--- src/rtl/tdc_therm_decoder_if.sv ---
// Handshake bundle for the thermometer decoder: encoded words in, thermometer words out.
// A word moves on a rising edge where valid and ready are both 1; a valid word and its
// payload stay unchanged until it moves, and ready may depend combinationally on valid.
interface tdc_therm_decoder_if;
  logic        in_valid;
  logic        in_ready;
  logic [5:0]  in_code;
  logic [9:0]  in_offset;
  logic        in_empty;
  logic        out_valid;
  logic        out_ready;
  logic [47:0] out_therm;
  logic        out_err;

  modport master (
    output in_valid, in_code, in_offset, in_empty, out_ready,
    input  in_ready, out_valid, out_therm, out_err
  );

  modport slave (
    input  in_valid, in_code, in_offset, in_empty, out_ready,
    output in_ready, out_valid, out_therm, out_err
  );
endinterface

--- src/rtl/tdc_therm_decoder.sv ---
// TDC segment decoder: rebuilds a 48-bit thermometer word from a fine code and checks
// the coarse offset; a sweep FSM can replay every legal word as a self-test.
module tdc_therm_decoder #(
  parameter int INDEX = 0
) (
  input  logic                 clk,
  input  logic                 rst_n,
  tdc_therm_decoder_if.slave   bus,
  input  logic                 sweep_start,
  output logic                 sweep_busy,
  output logic                 sweep_done,
  output logic [7:0]           err_cnt,
  output logic [1:0]           dbg_state
);

  typedef enum logic [1:0] {
    S_IDLE  = 2'd0,
    S_SWEEP = 2'd1,
    S_DONE  = 2'd2
  } state_t;

  localparam logic [9:0] EXP_OFF = 10'(INDEX * 48);
  localparam logic [5:0] LAST_K  = 6'd48;

  state_t      state_q, state_d;
  logic [5:0]  cnt_q, cnt_d;
  logic        out_valid_q;
  logic [47:0] out_therm_q;
  logic        out_err_q;
  logic [7:0]  err_cnt_q;

  logic        can_load;
  logic        in_ready_c;
  logic        accept;
  logic        gen_load;
  logic [47:0] dec_therm;
  logic        dec_err;
  logic [47:0] gen_therm;

  // Word with the n lowest bits set; n may reach 48 (all ones).
  function automatic logic [47:0] low_ones(input logic [6:0] n);
    low_ones = ~({48{1'b1}} << n);
  endfunction

  assign can_load = !out_valid_q || bus.out_ready;
  assign accept   = bus.in_valid && in_ready_c;

  always_comb begin
    dec_therm = '0;
    dec_err   = 1'b0;
    if (!bus.in_empty) begin
      if (bus.in_code > 6'd47) begin
        dec_err = 1'b1;
      end else begin
        dec_therm = low_ones(7'(bus.in_code) + 7'd1);
        dec_err   = (bus.in_offset != EXP_OFF);
      end
    end
  end

  // Sweep word k has k ones: k=0 is the empty word, k>=1 is code k-1.
  assign gen_therm = low_ones({1'b0, cnt_q});

  always_ff @(posedge clk or negedge rst_n) begin
    if (!rst_n) begin
      state_q <= S_IDLE;
      cnt_q   <= '0;
    end else begin
      state_q <= state_d;
      cnt_q   <= cnt_d;
    end
  end

  always_comb begin
    state_d    = state_q;
    cnt_d      = cnt_q;
    in_ready_c = 1'b0;
    gen_load   = 1'b0;
    case (state_q)
      S_IDLE: begin
        // A sweep request takes priority over a word offered in the same cycle.
        if (sweep_start) begin
          state_d = S_SWEEP;
          cnt_d   = '0;
        end else begin
          in_ready_c = can_load;
        end
      end
      S_SWEEP: begin
        if (can_load) begin
          gen_load = 1'b1;
          if (cnt_q == LAST_K) state_d = S_DONE;
          else                 cnt_d   = cnt_q + 6'd1;
        end
      end
      S_DONE:  state_d = S_IDLE;
      default: state_d = S_IDLE;
    endcase
  end

  always_ff @(posedge clk or negedge rst_n) begin
    if (!rst_n) begin
      out_valid_q <= 1'b0;
      out_therm_q <= '0;
      out_err_q   <= 1'b0;
      err_cnt_q   <= '0;
    end else if (accept) begin
      out_valid_q <= 1'b1;
      out_therm_q <= dec_therm;
      out_err_q   <= dec_err;
      if (dec_err && err_cnt_q != 8'hFF) err_cnt_q <= err_cnt_q + 8'd1;
    end else if (gen_load) begin
      out_valid_q <= 1'b1;
      out_therm_q <= gen_therm;
      out_err_q   <= 1'b0;
    end else if (bus.out_ready) begin
      out_valid_q <= 1'b0;
    end
  end

  assign bus.in_ready  = in_ready_c;
  assign bus.out_valid = out_valid_q;
  assign bus.out_therm = out_therm_q;
  assign bus.out_err   = out_err_q;
  assign err_cnt       = err_cnt_q;
  assign sweep_busy    = (state_q != S_IDLE);
  assign sweep_done    = (state_q == S_DONE);
  assign dbg_state     = state_q;

endmodule

--- src/flat_wrapper.sv ---
// flat-port wrapper written by rule: the top's interface ports become plain ports
module tdc_therm_decoder_flat 
#(
  parameter int INDEX = 0
)
  (clk, rst_n, sweep_start, sweep_busy, sweep_done, err_cnt, dbg_state, bus_in_valid, bus_in_code, bus_in_offset, bus_in_empty, bus_out_ready, bus_in_ready, bus_out_valid, bus_out_therm, bus_out_err);
  tdc_therm_decoder_if bus_i ();
  input  logic clk;
  input  logic rst_n;
  input  logic sweep_start;
  output logic sweep_busy;
  output logic sweep_done;
  output logic [7:0] err_cnt;
  output logic [1:0] dbg_state;
  input wire logic [$bits(bus_i.in_valid)-1:0] bus_in_valid;
  input wire logic [$bits(bus_i.in_code)-1:0] bus_in_code;
  input wire logic [$bits(bus_i.in_offset)-1:0] bus_in_offset;
  input wire logic [$bits(bus_i.in_empty)-1:0] bus_in_empty;
  input wire logic [$bits(bus_i.out_ready)-1:0] bus_out_ready;
  output wire logic [$bits(bus_i.in_ready)-1:0] bus_in_ready;
  output wire logic [$bits(bus_i.out_valid)-1:0] bus_out_valid;
  output wire logic [$bits(bus_i.out_therm)-1:0] bus_out_therm;
  output wire logic [$bits(bus_i.out_err)-1:0] bus_out_err;
  assign bus_i.in_valid = bus_in_valid;
  assign bus_i.in_code = bus_in_code;
  assign bus_i.in_offset = bus_in_offset;
  assign bus_i.in_empty = bus_in_empty;
  assign bus_i.out_ready = bus_out_ready;
  assign bus_in_ready = bus_i.in_ready;
  assign bus_out_valid = bus_i.out_valid;
  assign bus_out_therm = bus_i.out_therm;
  assign bus_out_err = bus_i.out_err;
  tdc_therm_decoder #(.INDEX(INDEX)) u_core (.clk(clk), .rst_n(rst_n), .bus(bus_i), .sweep_start(sweep_start), .sweep_busy(sweep_busy), .sweep_done(sweep_done), .err_cnt(err_cnt), .dbg_state(dbg_state));
endmodule
--- config.mk ---
export PLATFORM = sky130hd
export DESIGN_NAME = tdc_therm_decoder_flat
export DESIGN_NICKNAME = d
export VERILOG_FILES = /design/src/rtl/tdc_therm_decoder_if.sv /design/src/rtl/tdc_therm_decoder.sv /design/src/flat_wrapper.sv
export SDC_FILE = /design/constraint.sdc
export NUM_CORES = 1
export LEC_CHECK = 0
export BUFFER_PORTS_ARGS = -buffer_cell sky130_fd_sc_hd__buf_2
export CELL_PAD_IN_SITES_DETAIL_PLACEMENT = 2
export CELL_PAD_IN_SITES_GLOBAL_PLACEMENT = 2
export CORE_MARGIN = 8
export CORE_UTILIZATION = 32
export CTS_CLUSTER_DIAMETER = 40
export DETAILED_ROUTE_END_ITERATION = 8
export MAX_ROUTING_LAYER = met4
export PLACE_DENSITY = 0.76
export RECOVER_POWER = 100
export SKIP_CTS_REPAIR_TIMING = 1
export SYNTH_ARGS = -nofsm -noshare
export SYNTH_HDL_FRONTEND = slang
export SYNTH_SLANG_ARGS = --single-unit
export TNS_END_PERCENT = 50
--- constraint.sdc ---
create_clock -name clk -period 2.05 [get_ports clk]
set_input_delay 0.41 -clock clk [delete_from_list [all_inputs] [get_ports clk]]
set_output_delay 0.41 -clock clk [all_outputs]
set_load 0.01 [all_outputs]
==> run_summary.xml <==
<?xml version="1.0" encoding="UTF-8"?>
<metrics>
  <group name="cts">
    <metric name="htreeDepth" unit="">3</metric>
    <metric name="clockRootBuffer" unit="">sky130_fd_sc_hd__clkbuf_16</metric>
    <metric name="clock_latency" unit="ps">340</metric>
    <metric name="cts.reportedPaths.clkPinSlew" unit="ps">50</metric>
    <metric name="clock_tree_from_tritoncts" unit="">done</metric>
    <metric name="clk_path_buf_depth" unit="">2</metric>
    <metric name="tritoncts.num_buffers" unit="">9</metric>
    <metric name="clock_sinks" unit="">66</metric>
  </group>
  <group name="synthesis">
    <metric name="synth_mux_area_share" unit="%">0.969</metric>
    <metric name="synth_area_leader_cell" unit="">sky130_fd_sc_hd__dfrtp_1</metric>
    <metric name="synthesized_area_fraction_occupied_by_xor_and_xnor_cells" unit="%">2.71</metric>
    <metric name="syn-cell-area" unit="sq um">3870</metric>
    <metric name="synthTopCellsByArea" unit="">sky130_fd_sc_hd__dfrtp_1 43%, sky130_fd_sc_hd__nand2_1 5.8%, sky130_fd_sc_hd__o21ai_0 5.4%, sky130_fd_sc_hd__a21oi_1 4.9%, sky130_fd_sc_hd__nor2_1 3.3%</metric>
    <metric name="post_synth.cell_area_avg" unit="sq um">8.54</metric>
    <metric name="number_of_enable_type_register_cells_in_the_synthesized_netlist" unit="">0</metric>
    <metric name="synthCells" unit="">454</metric>
    <metric name="yosys_cell_types" unit="">54</metric>
    <metric name="yosysWarnings" unit="">0</metric>
    <metric name="part_of_the_yosys_area_used_for_sequential_elements" unit="%">42.6</metric>
    <metric name="synth.ff_latch_count" unit="">66</metric>
    <metric name="asyncSetResetFlopFracSynth" unit="%">100</metric>
    <metric name="synth_adder_area_share" unit="%">3.23</metric>
    <metric name="post-synth-top-area-fraction" unit="%">42.6</metric>
    <metric name="postSynthNetCount" unit="">486</metric>
    <metric name="synth_compound_area_share" unit="%">25.3</metric>
    <metric name="dominantRegCellSynth" unit="">sky130_fd_sc_hd__dfrtp_1</metric>
    <metric name="post_synth_and_or_nand_nor_area_fraction" unit="%">20.7</metric>
    <metric name="main_combinational_cell_family_by_area_after_synthesis" unit="">compound AO/OA/AOI/OAI gates</metric>
  </group>
  <group name="timing">
    <metric name="total_setup_violations_reported_at_the_end_of_the_flow" unit="">0</metric>
    <metric name="slew_headroom" unit="%">22.0</metric>
    <metric name="rsz0062_at_grt" unit="">no</metric>
    <metric name="timing_max_transition_violations_final" unit="">0</metric>
    <metric name="period_needed" unit="ps">2010</metric>
    <metric name="worst-slew-pin-transition" unit="ps">1170</metric>
    <metric name="max_clock_freq" unit="MHz">497</metric>
    <metric name="worst_clock_skew" unit="ps">1.97</metric>
    <metric name="hold_violations" unit="">0</metric>
    <metric name="post-route-period-util" unit="%">98.1</metric>
  </group>
  <group name="floorplanning">
    <metric name="dieHeight" unit="um">126</metric>
    <metric name="fp-row-count" unit="">40</metric>
    <metric name="core" unit="sq um">11900</metric>
    <metric name="ios" unit="">85</metric>
    <metric name="start_util" unit="%">32.5</metric>
    <metric name="die-area" unit="sq um">15900</metric>
    <metric name="chipWidth" unit="um">126</metric>
  </group>
  <group name="cells_and_area">
    <metric name="area.sequential" unit="sq um">1650</metric>
    <metric name="n_antenna_cell" unit="">0</metric>
    <metric name="num-nets-final" unit="">621</metric>
    <metric name="final_cells" unit="">740</metric>
    <metric name="multi_input_comb_area" unit="sq um">2060</metric>
    <metric name="layout-area-overhead-vs-synth" unit="%">31.6</metric>
    <metric name="fillCellCount" unit="">1387</metric>
    <metric name="postLayoutCoreUtil" unit="%">42.8</metric>
    <metric name="drive_above_1_share" unit="%">18.4</metric>
  </group>
  <group name="run">
    <metric name="maxCapViolCount" unit="">0</metric>
  </group>
  <group name="worst_setup_path">
    <metric name="maximum_net_fanout_on_the_critical_path" unit="">5</metric>
    <metric name="r2r_cells" unit="">6</metric>
    <metric name="worstSetupEndpointType" unit="">register</metric>
    <metric name="critPathRequiredTime" unit="ps">2310</metric>
    <metric name="crit_path_start_kind" unit="">register</metric>
    <metric name="critPathArrivalTime" unit="ps">2280</metric>
    <metric name="type_of_the_worst_setup_path" unit="">register to register</metric>
  </group>
  <group name="detailed_routing">
    <metric name="drt-initial-drc-count" unit="">216</metric>
    <metric name="drt_pass1_iterations" unit="">4</metric>
    <metric name="wl_per_cell" unit="um">22.9</metric>
    <metric name="route.final.wire_length" unit="um">16900</metric>
    <metric name="via_per_inst" unit="">5.65</metric>
    <metric name="via_count" unit="">4184</metric>
    <metric name="ant_nets" unit="">0</metric>
    <metric name="route.detailed.drc" unit="">0</metric>
  </group>
  <group name="pwr">
    <metric name="post-layout-total-power" unit="mW">6.07</metric>
    <metric name="power_density" unit="nW/um^2">1190</metric>
    <metric name="total_leakage_power" unit="nW">2.21</metric>
    <metric name="vdd.ir_drop.worst" unit="uV">388</metric>
  </group>
  <group name="grt">
    <metric name="grt_use_total" unit="%">22.3</metric>
    <metric name="initial_antenna_violation_count" unit="">0</metric>
    <metric name="grt_pass1_wl" unit="um">26900</metric>
    <metric name="grt_max_degree" unit="">33</metric>
    <metric name="grt-ovfl-total" unit="">0</metric>
    <metric name="first_global_vias" unit="">4670</metric>
  </group>
  <group name="run_status">
    <metric name="status" unit="">completed</metric>
  </group>
  <group name="placement">
    <metric name="dp.final_hpwl" unit="um">12900</metric>
    <metric name="numPortBuffers" unit="">84</metric>
    <metric name="gp_congestion" unit="">0.891</metric>
    <metric name="placed_cells_incl_taps" unit="">725</metric>
  </group>
  <group name="worst_hold_path">
    <metric name="hp-class" unit="">input port to asynchronous set/reset pin</metric>
  </group>
</metrics>
## cells in the mapped netlist, types with 6 or more instances
library cell                n
sky130_fd_sc_hd__a211oi_1   8
sky130_fd_sc_hd__a21oi_1   38
sky130_fd_sc_hd__a31oi_1   17
sky130_fd_sc_hd__clkbuf_1  24
sky130_fd_sc_hd__dfrtp_1   66
sky130_fd_sc_hd__ha_1      10
sky130_fd_sc_hd__inv_1     11
sky130_fd_sc_hd__nand2_1   60
sky130_fd_sc_hd__nand2b_1  11
sky130_fd_sc_hd__nand3_1   12
sky130_fd_sc_hd__nand4_1    6
sky130_fd_sc_hd__nor2_1    34
sky130_fd_sc_hd__nor3_1    17
sky130_fd_sc_hd__o211ai_1   9
sky130_fd_sc_hd__o21a_1     6
sky130_fd_sc_hd__o21ai_0   42
sky130_fd_sc_hd__o221ai_1   7
sky130_fd_sc_hd__xnor2_1    9
## cells in the final DEF, fill, tap and decap left out, types with 12 or more instances in the layout
cell / count
sky130_fd_sc_hd__nand2_1: 60
sky130_fd_sc_hd__nor2_1: 34
sky130_fd_sc_hd__a21oi_1: 38
sky130_fd_sc_hd__a31oi_1: 16
sky130_fd_sc_hd__o21ai_0: 43
sky130_fd_sc_hd__nor3_1: 17
sky130_fd_sc_hd__buf_2: 21
sky130_fd_sc_hd__dfrtp_1: 66
sky130_fd_sc_hd__buf_4: 50
sky130_fd_sc_hd__nand3_1: 12
sky130_fd_sc_hd__clkbuf_1: 78
## layout make-up
| type | instances | area share, % |
|---|---|---|
| Multi-Input combinational cell | 345 | 40.4 |
| Sequential cell | 66 | 32.4 |
| Timing Repair Buffer | 156 | 16.5 |
| Clock buffer | 13 | 5.10 |
| Tap cell | 147 | 3.61 |
| Clock inverter | 2 | 1.18 |
| Inverter | 11 | 0.809 |
## final timing paths
kind	end	slack [ps]	startpoint
setup / recovery	u_core.bus.out_therm[11]	40	u_core.dbg_state[1]
hold / removal	u_core.bus.out_therm[27]	280	rst_n
setup reg to reg	u_core.bus.out_therm[11]	40	u_core.dbg_state[1]
hold reg to reg	u_core.bus.out_therm[10]	480	u_core.bus.out_therm[10]
max in group asynchronous	u_core.bus.out_therm[44]	380	rst_n
min in group clk	u_core.cnt_q[3]	410	sweep_start
## flip-flops by register name, summed over array words and instances, names as in the netlist
signal and cells:
u_core.bus.out_therm 48, u_core.err_cnt 8, u_core.cnt_q 6, u_core.dbg_state 2, u_core.bus.out_err 1, u_core.bus.out_valid 1
## power breakdown
group / switching, mW / internal [mW] / total [mW]
Combinational: 1.60 / 0.846 / 2.44
Clock: 0.586 / 1.13 / 1.71
Sequential: 0.286 / 1.63 / 1.92
## metrics by stage
step / hold WS (ps) / setup TNS (ps) / cell area, sq um / worst slack (ps)
after global routing: 364 / 0 / 5100 / 7.09
after CTS: 52.0 / 0 / 5250 / 35.5
after floorplan: 114 / 0 / 3870 / 6.48
after global placement: 400 / -629 / 4930 / -78.1
after detailed placement: 419 / -3320 / 4930 / -214
final: 283 / 0 / 5100 / 38.2
## layer usage
metal | share of wire, % | global-route usage, % | vias to the layer above
met5 | 0 | - | -
met4 | 2.0 | 8.92 | 0
met3 | 4.0 | 3.88 | 28
met2 | 51 | 36.9 | 113
met1 | 43 | 26.4 | 2141
li1 | - | - | 1902
## critical path, cell delays in order, from the launching register on
cell and delay [ps]:
sky130_fd_sc_hd__dfrtp_1 420, sky130_fd_sc_hd__nor2_4 180, sky130_fd_sc_hd__nand4_1 310, sky130_fd_sc_hd__buf_4 270, sky130_fd_sc_hd__nor3_1 390, sky130_fd_sc_hd__nor3_1 180, sky130_fd_sc_hd__o21ai_0 170
## logic make-up after synthesis
group                      after synthesis
and+or+nand+nor                        168
AOI/OAI and AO/OA                      152
DFF                                     66
buffers and inverters                   43
xor gates and xnor gates                12
adders and majority gates               10
muxes                                    3
No activity file was read; power rests on OpenSTA's default activity.
